`src/rtl/pc_pkg.sv`:
```
// Shared definitions for the program-counter controller.
//   - DEF_PC_W / DEF_IDX_W / DEF_CNT_W : default widths for the PC (and signed
//     LUT offset), the LUT index and the retired-instruction counter.
//   - pc_state_t : controller state (IDLE, RUN, DONE, FAULT).
//   - sign_extend : widens a DEF_PC_W-bit two's-complement offset by one bit.
package pc_pkg;

  localparam int DEF_PC_W  = 10;
  localparam int DEF_IDX_W = 8;
  localparam int DEF_CNT_W = 16;

  typedef enum logic [1:0] {
    IDLE  = 2'd0,
    RUN   = 2'd1,
    DONE  = 2'd2,
    FAULT = 2'd3
  } pc_state_t;

  function automatic logic [DEF_PC_W:0] sign_extend(input logic [DEF_PC_W-1:0] value);
    return {value[DEF_PC_W-1], value};
  endfunction

endpackage

```
`src/rtl/branch_target_calc.sv`:
```
// Next-PC arithmetic (purely combinational).
//   pc           in  PC_W  current program counter
//   lut_out      in  PC_W  signed two's-complement branch offset
//   take         in  1     1: pc + offset, 0: pc + 1
//   target       out PC_W  low PC_W bits of the sum
//   out_of_range out 1     sum lies outside 0..2^PC_W-1
module branch_target_calc #(
  parameter int PC_W = 10
) (
  input  logic [PC_W-1:0] pc,
  input  logic [PC_W-1:0] lut_out,
  input  logic            take,
  output logic [PC_W-1:0] target,
  output logic            out_of_range
);

  logic [PC_W:0] offset;
  logic [PC_W:0] sum;

  // The true sum spans -2^(PC_W-1) .. 2^PC_W + 2^(PC_W-1) - 2, so in PC_W+1
  // bits (mod 2^(PC_W+1)) every out-of-range value, negative or too large,
  // lands with the top bit set while every legal address has it clear.
  assign offset       = take ? {lut_out[PC_W-1], lut_out} : (PC_W+1)'(1);
  assign sum          = {1'b0, pc} + offset;
  assign target       = sum[PC_W-1:0];
  assign out_of_range = sum[PC_W];

endmodule

```
`src/rtl/pc_branch_ctrl.sv`:
```
// Program-counter controller for the 3BC processor.
// Runs one program per Start pulse, retires one instruction per cycle,
// follows relative branches through the offset LUT, and faults (sticky) when
// the next PC would leave the address space.
//   Clk, Reset          clock; synchronous active-high reset
//   Start, StartAddr    begin a run at StartAddr (IDLE/DONE only)
//   Halt, BranchEn,     decoded control of the instruction at ProgCtr
//   CondTrue
//   LutIdxIn/LutIndex   LUT index field, passed straight to the LUT
//   LutOut              signed PC-relative offset from the LUT
//   ProgCtr             current instruction address
//   Running/Done/Fault  state flags, decoded from the state register
//   InstrCount          saturating count of instructions retired this run
module pc_branch_ctrl
  import pc_pkg::*;
#(
  parameter int PC_W  = DEF_PC_W,
  parameter int IDX_W = DEF_IDX_W,
  parameter int CNT_W = DEF_CNT_W
) (
  input  logic             Clk,
  input  logic             Reset,
  input  logic             Start,
  input  logic [PC_W-1:0]  StartAddr,
  input  logic             Halt,
  input  logic             BranchEn,
  input  logic             CondTrue,
  input  logic [IDX_W-1:0] LutIdxIn,
  output logic [IDX_W-1:0] LutIndex,
  input  logic [PC_W-1:0]  LutOut,
  output logic [PC_W-1:0]  ProgCtr,
  output logic             Running,
  output logic             Done,
  output logic             Fault,
  output logic [CNT_W-1:0] InstrCount
);

  pc_state_t        state, state_next;
  logic [PC_W-1:0]  pc_next;
  logic [CNT_W-1:0] count_next;
  logic [CNT_W-1:0] count_inc;
  logic [PC_W-1:0]  target;
  logic             out_of_range;

  assign LutIndex = LutIdxIn;

  branch_target_calc #(
    .PC_W(PC_W)
  ) u_target (
    .pc           (ProgCtr),
    .lut_out      (LutOut),
    .take         (BranchEn & CondTrue),
    .target       (target),
    .out_of_range (out_of_range)
  );

  assign count_inc = (InstrCount == '1) ? InstrCount : InstrCount + CNT_W'(1);

  // NOTE: every output of this block gets a default first; any path that
  // leaves one unassigned would infer a latch.
  always_comb begin
    state_next = state;
    pc_next    = ProgCtr;
    count_next = InstrCount;
    unique case (state)
      IDLE, DONE: begin
        if (Start) begin
          state_next = RUN;
          pc_next    = StartAddr;
          count_next = '0;
        end
      end
      RUN: begin
        // The retiring instruction counts whatever it does: halt, fault or step.
        count_next = count_inc;
        if (Halt) begin
          state_next = DONE;
        end else if (out_of_range) begin
          state_next = FAULT;
        end else begin
          pc_next = target;
        end
      end
      FAULT: ;
      default: state_next = IDLE;
    endcase
  end

  // NOTE: state is updated with non-blocking assignments so every register
  // samples pre-edge values; reset is synchronous and discards the in-flight
  // update computed above.
  always_ff @(posedge Clk) begin
    if (Reset) begin
      state      <= IDLE;
      ProgCtr    <= '0;
      InstrCount <= '0;
    end else begin
      state      <= state_next;
      ProgCtr    <= pc_next;
      InstrCount <= count_next;
    end
  end

  assign Running = (state == RUN);
  assign Done    = (state == DONE);
  assign Fault   = (state == FAULT);

endmodule

```
`config.mk`:
```
export PLATFORM = sky130hd
export DESIGN_NAME = pc_branch_ctrl
export DESIGN_NICKNAME = d
export VERILOG_FILES = /design/src/rtl/pc_pkg.sv /design/src/rtl/branch_target_calc.sv /design/src/rtl/pc_branch_ctrl.sv
export SDC_FILE = /design/constraint.sdc
export NUM_CORES = 1
export LEC_CHECK = 0
export BUFFER_PORTS_ARGS = -buffer_cell sky130_fd_sc_hd__buf_2
export CORE_ASPECT_RATIO = 0.9
export CORE_MARGIN = 5
export CORE_UTILIZATION = 53
export DETAILED_ROUTE_END_ITERATION = 8
export PLACE_DENSITY = 0.83
export SYNTH_ARGS = -nofsm -noshare
export SYNTH_HDL_FRONTEND = slang
export SYNTH_SLANG_ARGS = --single-unit
```
`constraint.sdc`:
```
create_clock -name Clk -period 5.5 [get_ports Clk]
set_input_delay 0.275 -clock Clk [delete_from_list [all_inputs] [get_ports Clk]]
set_output_delay 0.275 -clock Clk [all_outputs]
set_load 0.02 [all_outputs]
```
==> out/results.ini <==
[pwr]
power.ir.vdd_worst_mv=0.129
power_leakage_nw=0.999
pwr_density_cell_nw_per_um2=207

[global_routing]
grt_first_pass_wirelength_um=7490
grt_antenna_before_repair=0
global_route.usage.met3_pct=3.57
groute.layer.met1.usage_pct=25.3
grt_use_met2_pct=31.1
pin_count_of_the_biggest_net_entering_global_routing=22
global_route.usage.total_pct=18.9
first_global_vias=1730
grt-ovfl-total=0
gr_peak_layer=met2

[yosys]
dominantRegCellSynth=sky130_fd_sc_hd__dfxtp_1
synth.lib_cells_used.distinct=48
synth_commonest_cells=28 x sky130_fd_sc_hd__dfxtp_1, 28 x sky130_fd_sc_hd__nor2_1, 21 x sky130_fd_sc_hd__nand2_1
area_of_the_mapped_netlist_um2=1950
mappedNetlistNets=288
yosys_warnings=0
syn_avg_cell_area_um2=8.06
synth-edff-count=0
yosysSeqAreaShare_pct=28.8
netlist_instances=242
async_reset_ff_share_pct=0
netlist.area_leader.share_pct=28.8
ys_top_cells_by_area=sky130_fd_sc_hd__dfxtp_1 29%, sky130_fd_sc_hd__ha_1 7.1%, sky130_fd_sc_hd__nor2_1 5.4%, sky130_fd_sc_hd__xor2_1 5.4%, sky130_fd_sc_hd__a21oi_1 4.6%
synth_area_leader_cell=sky130_fd_sc_hd__dfxtp_1
yosys_register_bits=28

[route]
detail_route.wl_per_cell_um=14.3
postRouteAntennaNets=0
wl_um=4720
post_drt_via_cell_ratio=5.80
first_pass_iters=4
route.vias.total=1907
dr.first_iter.drc_count=117
drt_drc_violations_left=0

[timing]
max_slew.worst_pin.slew_ns=0.775
timing.setup.tns_ns=0
achievable-frequency_ghz=0.408
layout_min_cycle_time_ns=2.45
final-setup-viol-count=0
fin_hold_ws_ns=0.218
final_setup_skew_ns=0.00543
timing.final.hold_violations=0
finalWorstSetupSlack_ns=3.05
timing.slew.headroom_pct=48.3
timing.final.max_slew_violations=0
rsz_0062_raised_after_global_routing=no
period_share_pct=44.5

[min_path]
worstHoldPathCells=2
worst_hold_path_type=primary input to flop

[setup_path]
critical-path-max-stage-delay_ns=0.62
worst-path-max-fanout=21
r2r.worst_path.cells=6
worstSetupPathType=flop to flop
cp-start-kind=flop
cp_slowest_cell=sky130_fd_sc_hd__nand2b_1
endpoint_kind=flop
cell_chain_critical_path=nand2b_1 -> inv_2 -> a31o_1 -> a21oi_2 -> a21oi_1 -> a311oi_1
timing.critical_path.arrival_ns=2.62
cp_data_required_time_ns=5.67

[cts]
cts_inserted_buffers=3
cts_setup_buffers=0
clk-insertion-delay-late_ns=0.27
cts-resized-gates=0
cts_root_buffer=sky130_fd_sc_hd__clkbuf_8
cts_num_sinks=28
cts_tree=yes
hold_buffers=0
clock_path_buffers=2
clkTransAtPathRegs_ns=0.09
htreeDepth=1

[floorplan]
dieHeight_um=67.5
fp.dieW_um=73.9
num_rows=20
floorplan.initialDensity_pct=56.4
dieArea_um2=4990
top_level_ports=71
fp.coreArea_um2=3450

[flow_run]
cap_viol_max_count=0

[placed_design]
post_dp_cell_area_um2=2190
detailedPlace.worstSlack_ns=2.90
gp_congestion=0.916
detailed_place_hpwl_um=3650
portBuffers=54

[layout]
share_of_cells_above_drive_strength_1_pct=24.2
n_antenna_cell=0
final_net_count=333
fin_util_pct=64.6
finish.instance_area_um2=2230
area_growth_synth_to_finish_pct=14.5

[status]
run_status=finished clean

## path summary, 6_finish.rpt
kind | startpoint | to | slack [ns]
max reg2reg | state[1]$_SDFFE_PP0P_ | ProgCtr[0]$_SDFFE_PP0P_ | 3.05
min reg2reg | state[1]$_SDFFE_PP0P_ | state[1]$_SDFFE_PP0P_ | 0.48
min | Halt | state[0]$_SDFFE_PP0P_ | 0.22
max | state[1]$_SDFFE_PP0P_ | ProgCtr[0]$_SDFFE_PP0P_ | 3.05
## flip-flops by register name (all words and copies together), names as in the netlist
name	flops
InstrCount	16
ProgCtr	10
state	2
## layout make-up
cell class | instances | area [µm²]
Multi-Input combinational cell | 193 | 1280
Fill cell | 331 | 1220
Sequential cell | 28 | 561
Timing Repair Buffer | 54 | 270
Tap cell | 44 | 55.1
Clock buffer | 3 | 41.3
Inverter | 7 | 26.3
## cells by family (layout without fill, tap and decap cells)
group | Yosys count | in the layout | share of synthesized area, %
flip-flops | 28 | 28 | 28.8
AO/OA/AOI/OAI | 63 | 63 | 23.8
AND/OR/NAND/NOR | 97 | 97 | 24.3
buffers and inverters | 21 | 64 | 5.65
adder cells (fa/ha/maj) | 12 | 12 | 8.09
XOR/XNOR | 21 | 21 | 9.44
## placed cells by master, fill, tap and decap left out, drive strengths merged, types with 2 or more instances in the layout
| master | synthesis | layout |
|---|---|---|
| buf | 10 | 54 |
| nor2 | 29 | 29 |
| dfxtp | 28 | 28 |
| nand2 | 21 | 21 |
| a21oi | 20 | 20 |
| and3 | 13 | 13 |
| xor2 | 12 | 12 |
| nand3 | 11 | 11 |
| ha | 11 | 11 |
| o21ai | 10 | 10 |
| xnor2 | 9 | 9 |
| a211oi | 9 | 9 |
| nand4 | 7 | 7 |
| inv | 7 | 7 |
| a311oi | 6 | 6 |
| nand2b | 4 | 4 |
| and2 | 3 | 3 |
| or3 | 3 | 3 |
| o211ai | 3 | 3 |
| clkbuf | 4 | 3 |
| a31oi | 3 | 3 |
| nor3 | 2 | 2 |
| o21bai | 2 | 2 |
## metrics by stage
stage,power [W],std cells
after global routing,0.000489,329
after global placement,0.000355,326
final,0.000461,329
after CTS,0.000465,329
after detailed placement,0.000359,326
after floorplan,0.000328,242
## worst max-delay path, delay by kind of cell, from the launching register on
family,cells,cell delay (ns)
AO/OA/AOI/OAI,4,1.08
buffers and inverters,1,0.31
flip-flops,1,0.34
AND/OR/NAND/NOR,1,0.62
## metal layers
layer / up-vias / share of wire, %
met3: 4 / 7.2
met4: 0 / 0.85
met2: 57 / 45
li1: 961 / -
met5: - / 0
met1: 885 / 47
## where the power goes
part           internal, W  total [W]  switching (W)  leakage [nW]
clock network    0.0000491   0.000106      0.0000572        0.0216
registers         0.000213   0.000223      0.0000107         0.228
logic            0.0000509   0.000132      0.0000808         0.749
total             0.000313   0.000461       0.000149         0.999
No activity file was read; power rests on OpenSTA's default activity.
